File: src/rtl/mca_pkg.sv
// mca_pkg: shared FSM state type and counter-width helper for multi_cycle_adder
package mca_pkg;
   typedef enum logic [1:0] {IDLE, RUN, DONE} mca_state_t;
   function automatic int cnt_width(input int n);
      return (n > 1) ? $clog2(n) : 1;
   endfunction
endpackage

File: src/rtl/multi_cycle_adder_adder.sv
// adder: combinational WIDTH-bit adder with carry in/out, used as the per-cycle chunk slice
module adder #(
   parameter int WIDTH = 4
) (
   input  logic [WIDTH-1:0] a,
   input  logic [WIDTH-1:0] b,
   input  logic             cin,
   output logic [WIDTH-1:0] s,
   output logic             cout
);
   assign {cout, s} = {1'b0, a} + {1'b0, b} + {{WIDTH{1'b0}}, cin};
endmodule

File: src/rtl/multi_cycle_adder.sv
// multi_cycle_adder: WIDTH-bit add done CHUNK bits per clock over valid/ready handshakes; MCA_SUB_EN adds a sub port for a-b
module multi_cycle_adder
   import mca_pkg::*;
#(
   parameter int WIDTH = 16,
   parameter int CHUNK = 4
) (
   input  logic             clk,
   input  logic             reset,
   input  logic             in_valid,
   output logic             in_ready,
   input  logic [WIDTH-1:0] a,
   input  logic [WIDTH-1:0] b,
   input  logic             carry_in,
`ifdef MCA_SUB_EN
   input  logic             sub,
`endif
   output logic             out_valid,
   input  logic             out_ready,
   output logic [WIDTH-1:0] s,
   output logic             carry_out
);
   localparam int NCHUNK = WIDTH / CHUNK;
   localparam int CW = cnt_width(NCHUNK);
   localparam logic [CW-1:0] LAST = CW'(NCHUNK - 1);
   if (WIDTH % CHUNK != 0) begin : g_bad_chunk
      $error("multi_cycle_adder: WIDTH must be a multiple of CHUNK");
   end
   mca_state_t       state;
   logic [CW-1:0]    cnt;
   logic [WIDTH-1:0] a_r, b_r, b_in;
   logic             carry, c_in, c_next;
   logic [CHUNK-1:0] sum;
`ifdef MCA_SUB_EN
   // subtraction is a + ~b + 1, so the operand is inverted once at latch time
   assign b_in = sub ? ~b : b;
   assign c_in = sub | carry_in;
`else
   assign b_in = b;
   assign c_in = carry_in;
`endif
   assign in_ready  = (state == IDLE) || (state == DONE && out_ready);
   assign out_valid = (state == DONE);
   adder #(.WIDTH(CHUNK)) u_slice (
      .a   (a_r[cnt*CHUNK +: CHUNK]),
      .b   (b_r[cnt*CHUNK +: CHUNK]),
      .cin (carry),
      .s   (sum),
      .cout(c_next)
   );
   always_ff @(posedge clk or posedge reset) begin
      if (reset) begin
         state     <= IDLE;
         cnt       <= '0;
         a_r       <= '0;
         b_r       <= '0;
         carry     <= 1'b0;
         s         <= '0;
         carry_out <= 1'b0;
      end else if (in_valid && in_ready) begin
         a_r   <= a;
         b_r   <= b_in;
         carry <= c_in;
         cnt   <= '0;
         state <= RUN;
      end else if (state == RUN) begin
         s[cnt*CHUNK +: CHUNK] <= sum;
         carry <= c_next;
         cnt   <= cnt + 1'b1;
         if (cnt == LAST) begin
            state     <= DONE;
            carry_out <= c_next;
         end
      end else if (state == DONE && out_ready) begin
         state <= IDLE;
      end
   end
endmodule

File: config.mk
export PLATFORM = sky130hd
export DESIGN_NAME = multi_cycle_adder
export DESIGN_NICKNAME = d
export VERILOG_FILES = /design/src/rtl/mca_pkg.sv /design/src/rtl/multi_cycle_adder_adder.sv /design/src/rtl/multi_cycle_adder.sv
export SDC_FILE = /design/constraint.sdc
export NUM_CORES = 1
export LEC_CHECK = 0
export BUFFER_PORTS_ARGS = -buffer_cell sky130_fd_sc_hd__buf_2
export CORE_AREA = 2 2 55 95
export CTS_CLUSTER_DIAMETER = 30
export DETAILED_ROUTE_END_ITERATION = 7
export DIE_AREA = 0 0 57 97
export PLACE_DENSITY_LB_ADDON = 0.2
export SKIP_CTS_REPAIR_TIMING = 1
export SYNTH_ARGS = -nofsm -noshare
export SYNTH_HDL_FRONTEND = slang
export SYNTH_SLANG_ARGS = --single-unit
File: constraint.sdc
create_clock -name clk -period 4.8 [get_ports clk]
set_input_delay 0.96 -clock clk [delete_from_list [all_inputs] [get_ports clk]]
set_output_delay 0.96 -clock clk [all_outputs]
set_load 0.005 [all_outputs]
-- After elaboration in Yosys (flattened, before gate mapping)
Index checks and enable logic that the tools add are counted.
W data, S select, Z words.
- register bits after elaboration: 54
- latch bits: 0
- bits in writable memories: 0
- bits in read-only memories: 0
- input port bits: 37
- logic and storage cells: 38
- memories: 0
- add/subtract/negate cells: 4
- $mul: 0
- div/mod/pow operators: 0
- $lt $le $gt $ge: 0
- equal/unequal tests: 4
- shift-type cells: 4
- multiplexer cells: 9
- bitwise operators: 1
- reductions and logical operators: 9
- operators by type and width (kind ; number):
    $neg A4 Y34 ; 1
    $shift A4 B34 Y16 const A ; 1
    $shiftx A4 B34 Y16 ; 1
    $shiftx A16 B5 Y4 ; 2
    $bwmux W16 ; 1
    $mux W2 ; 6
    $add A4 B4 Y5 ; 1
    $add A5 B1 Y5 ; 1
    $eq A2 B2 Y1 const B ; 2
    $reduce_and A2 Y1 ; 2
    $ne A3 B2 Y1 const B ; 1
    $reduce_and A3 Y1 ; 1
    $reduce_bool A3 Y1 ; 1
    $add A2 B1 Y2 const B ; 1
    $eq A2 B1 Y1 const B ; 1
    $logic_and A1 B1 Y1 ; 2
    $logic_not A2 Y1 ; 1
    $mux W1 ; 2
    $reduce_bool A2 Y1 ; 1
    $logic_or A1 B1 Y1 ; 1
    $not A1 Y1 ; 1

-- Longest topological paths before layout
- depth after elaboration: 6
- mapped depth: 8

-- Modules after synthesis
From an unflattened synthesis, not the netlist that was laid out.
- cells, all modules: 189
- area, all modules: 2536.2 um2
- by module, submodules not included (module ; times used ; cells each ; area an instance (um2) ; seq. area each (um2)):
    multi_cycle_adder ; 1 ; 173 ; 2392.3 ; 1351.3
    adder ; 1 ; 16 ; 143.9 ; 0.0

-- Least setup slack after synthesis
Ideal clock, no wire load.
- path type: reg2reg
- from: register cnt[0]
- to: register s[10]
- data arrival time: 2.567 ns
- required time: 4.679 ns
- setup slack: 2.112 ns
- cell stages (with the launch flop): 8
- buffers on the path: 1
- clock period less this slack: 2.688 ns
- cell sequence: dfrtp_1 -> buf_2 -> mux4_2 -> fa_1 -> fa_1 -> xnor2_1 -> inv_1 -> a22o_1
- longest elaborated chain between the ends: 5
- RTL lines (element ; line ; text):
    from (decl) ; multi_cycle_adder.sv:30 ; logic [CW-1:0] cnt;
    from (signal assigned) ; multi_cycle_adder.sv:69 ; cnt <= cnt + 1'b1;
    $shiftx A16 B5 Y4, on equally long branches ; multi_cycle_adder.sv:45, multi_cycle_adder.sv:46 ;
    $add A4 B4 Y5 ; multi_cycle_adder_adder.sv:11 ; assign {cout, s} = {1'b0, a} + {1'b0, b} + {{WIDTH{1'b0}}, cin};
    $add A5 B1 Y5 ; multi_cycle_adder_adder.sv:11 ;
    $shiftx A4 B34 Y16 ; multi_cycle_adder.sv:67 ; s[cnt*CHUNK +: CHUNK] <= sum;
    $bwmux W16 * ; multi_cycle_adder.sv:67 ;
    to (signal, indexed assignment) ; multi_cycle_adder.sv:67 ;
    to (decl) ; multi_cycle_adder.sv:20 ; output logic [WIDTH-1:0] s,
Every way passes the cells marked *; elsewhere a longest branch is shown, timed or not.
A chain may end at the register's enable or synchronous reset.

-- Worst setup path after layout
- from: register cnt[0]
- to: register s[6]
The elaborated chain is that of the path after synthesis.

==> reports/results.tsv <==
stage	metric	value	unit
layout	layout_common_cells	nand2_1, buf_2, dfrtp_1	
setup_path	start_kind	register	
pwr	ir_worst_vdd	0.241	mV
sta	clock_skew	0.00445	ns
global_route	grt_pass1_vias	1846	
route	num_vias	1860	
layout	synthToLayoutAreaGrowth	15.1	%
sta	fin_crit_sh	61.3	%
global_route	grt-busiest-layer	met2	
sta	hold_viol_final	0	
sta	worst_pin_slew	1.07	ns
synthesis	yosysSeqAreaShare	53.9	%
placement	dpl.cell_count	342	
synthesis	synth-seq-cells	54	
synthesis	syn-cell-area	2510	sq um
layout	n_antenna_cell	0	
global_route	globalRouteMet2Util	34.9	%
sta	rsz0062_at_grt	no	
placement	port_buffers	55	
sta	slew_headroom	28.3	%
floorplan	ios	56	
global_route	grt_start_max_net_pins	55	
setup_path	max_stage_delay	0.81	ns
hold_path	hold_path.class	register to register	
setup_path	worst_setup_path_end_kind	register	
layout	finalNetCount	345	
global_route	grt_use_total	19.4	%
floorplan	dieArea	5530	sq um
global_route	grt_use_met1	22.1	%
route	wl_per_cell	14.2	um
floorplan	coreArea	4710	sq um
sta	final_max_slew_viol_count	0	
synthesis	avgSynthCellArea	10.3	sq um
run	maxCapViolCount	0	
route	drt_wl_total	4940	um
clocking	clock_sinks	54	
setup_path	critPathMostFrequentCell	fa_1	
global_route	antenna_found_initial	0	
clocking	cts.path.max_buffers	2	
layout	drive_gt1_share	25.3	%
global_route	grt_first_pass_wirelength	8360	um
sta	tns	0	ns
clocking	htree_levels	2	
global_route	met3_usage	3.21	%
route	drt_pass1_iterations	4	
synthesis	ys_types	26	
clocking	cts_tree	built	
synthesis	synth-warning-count	0	
floorplan	die_w	57	um
clocking	cts_root_buf	clkbuf_8	
run_status	outcome	completed	
pwr	leakage	1.69	nW
floorplan	start_util	53.3	%
setup_path	critPathSlowestCell	dfrtp_1	
sta	hold_ws	0.479	ns
sta	setup_viol	0	
floorplan	die_y	97	um
synthesis	synthCells	244	
placement	hpwlAfterDp	3610	um
clocking	clock_latency	0.31	ns
setup_path	crit_type	register to register	
setup_path	crit_chain	mux4_2 -> fa_1 -> fa_1 -> xnor2_1 -> inv_1 -> a22o_1	
clocking	numCtsBuffers	5	
route	drt_iter0_drc	39	
layout	fin_cells	349	
route	drc_errors	0	
sta	max_freq	340	MHz
route	drtAntennaViolNets	0	
route	viasPerCell	5.33	
synthesis	syn_nets	292	
floorplan	rows	33	
setup_path	cp_max_fo	15	
setup_path	required	5.01	ns
placement	gp_congestion	0.823	
pwr	pwr_density_cell	249	nW/um^2
layout	final_common_cell	nand2_1	
setup_path	arrival	3.15	ns
clocking	clk_pin_slew	0.09	ns
sta	period_minus_slack	2.94	ns
global_route	overflow	0	
-- synth_stat cells --
master    number  area (sq um)
o211a_1        1          10.0
ha_1           9           113
o211ai_2       1          12.5
nand2b_4       1          13.8
or3_1          1          6.26
nor3b_1        1          7.51
fa_1           2          40.0
a21o_1         1          7.51
mux4_2         8           180
nand3_1        2          10.0
inv_1          8          30.0
a221oi_1       1          8.76
a31oi_1        1          6.26
o31ai_1        2          15.0
nor2_1         5          18.8
nor2b_1        1          6.26
a22o_1        14           123
dfrtp_1       54          1350
buf_2         10          50.1
nand2_1      109           409
o21ai_0        1          5.00
or3_4          1          11.3
a21oi_1        6          30.0
nor3b_4        1          18.8
o21a_1         1          7.51
xnor2_1        2          17.5
-- worst paths after layout --
check / startpoint / end / slack [ns] / cells after the start
max: cnt[0] / s[6] / 1.86 / 6
min in group asynchronous: reset / state[0] / 0.92 / 2
max in group asynchronous: reset / b_r[3] / 3.23 / 2
max reg2reg: cnt[0] / s[6] / 1.86 / 6
min: a_r[2] / a_r[2] / 0.48 / 2
min reg2reg: a_r[2] / a_r[2] / 0.48 / 2
-- worst max-delay path: cells and delay by family (launching register included) --
kind                     cells  cell delay [ns]
adder cells (fa/ha/maj)      2             0.86
multiplexers                 1             0.60
flip-flops                   1             0.81
buffers and inverters        1             0.09
AO/OA/AOI/OAI                1             0.20
XOR/XNOR                     1             0.27
-- where the power goes --
| group | total [W] | internal [W] | switching [W] |
|---|---|---|---|
| clock network | 0.000241 | 0.000100 | 0.000141 |
| registers | 0.000454 | 0.000454 | 0 |
| logic | 0.0000229 | 0.0000105 | 0.0000124 |
| total | 0.000719 | 0.000565 | 0.000154 |
-- flip-flops by register name, summed over array words and instances (netlist names) --
register and flops:
carry 1, b_r 16, carry_out 1, state 2
s 16, cnt 2, a_r 16
-- layer usage --
layer  part of all wire [%]  vias to the layer above
li1                       -                      914
met3                    3.4                       10
met1                     40                      891
met5                      0                        -
met2                     54                       45
met4                    2.4                        0
-- area by class of cell --
cell class                      count  area [sq um]
Sequential cell                    54          1350
Clock buffer                        6          72.6
Tap cell                           52          65.1
Inverter                            8          30.0
Fill cell                         435          1820
Multi-Input combinational cell    172          1080
Timing Repair Buffer               56           283
Clock inverter                      1          7.51
-- stage by stage --
stage | utilization (%) | total power, W | worst slack (ns) | area (sq um)
6_report | 61.3 | 0.000719 | 1.86 | 2890
5_1_grt | 61.3 | 0.000745 | 1.62 | 2890
4_1_cts | 61.3 | 0.000726 | 1.82 | 2890
3_5_place_dp | 59.6 | 0.000487 | 1.84 | 2810
3_3_place_gp | 59.6 | 0.000487 | 1.88 | 2810
2_1_floorplan | - | 0.000471 | 2.11 | 2510
-- cell families (layout without fill, tap and decap cells) --
| kind of cell | count (synthesis) | in the layout | share of synthesized area, % |
|---|---|---|---|
| and+or+nand+nor | 122 | 122 | 20.0 |
| buffers and inverters | 18 | 71 | 3.19 |
| xor gates and xnor gates | 2 | 2 | 0.698 |
| AOI/OAI and AO/OA | 29 | 29 | 8.98 |
| adders and majority gates | 11 | 11 | 6.08 |
| DFF | 54 | 54 | 53.9 |
| muxes | 8 | 8 | 7.18 |
Power figures use the tool's default switching activity.
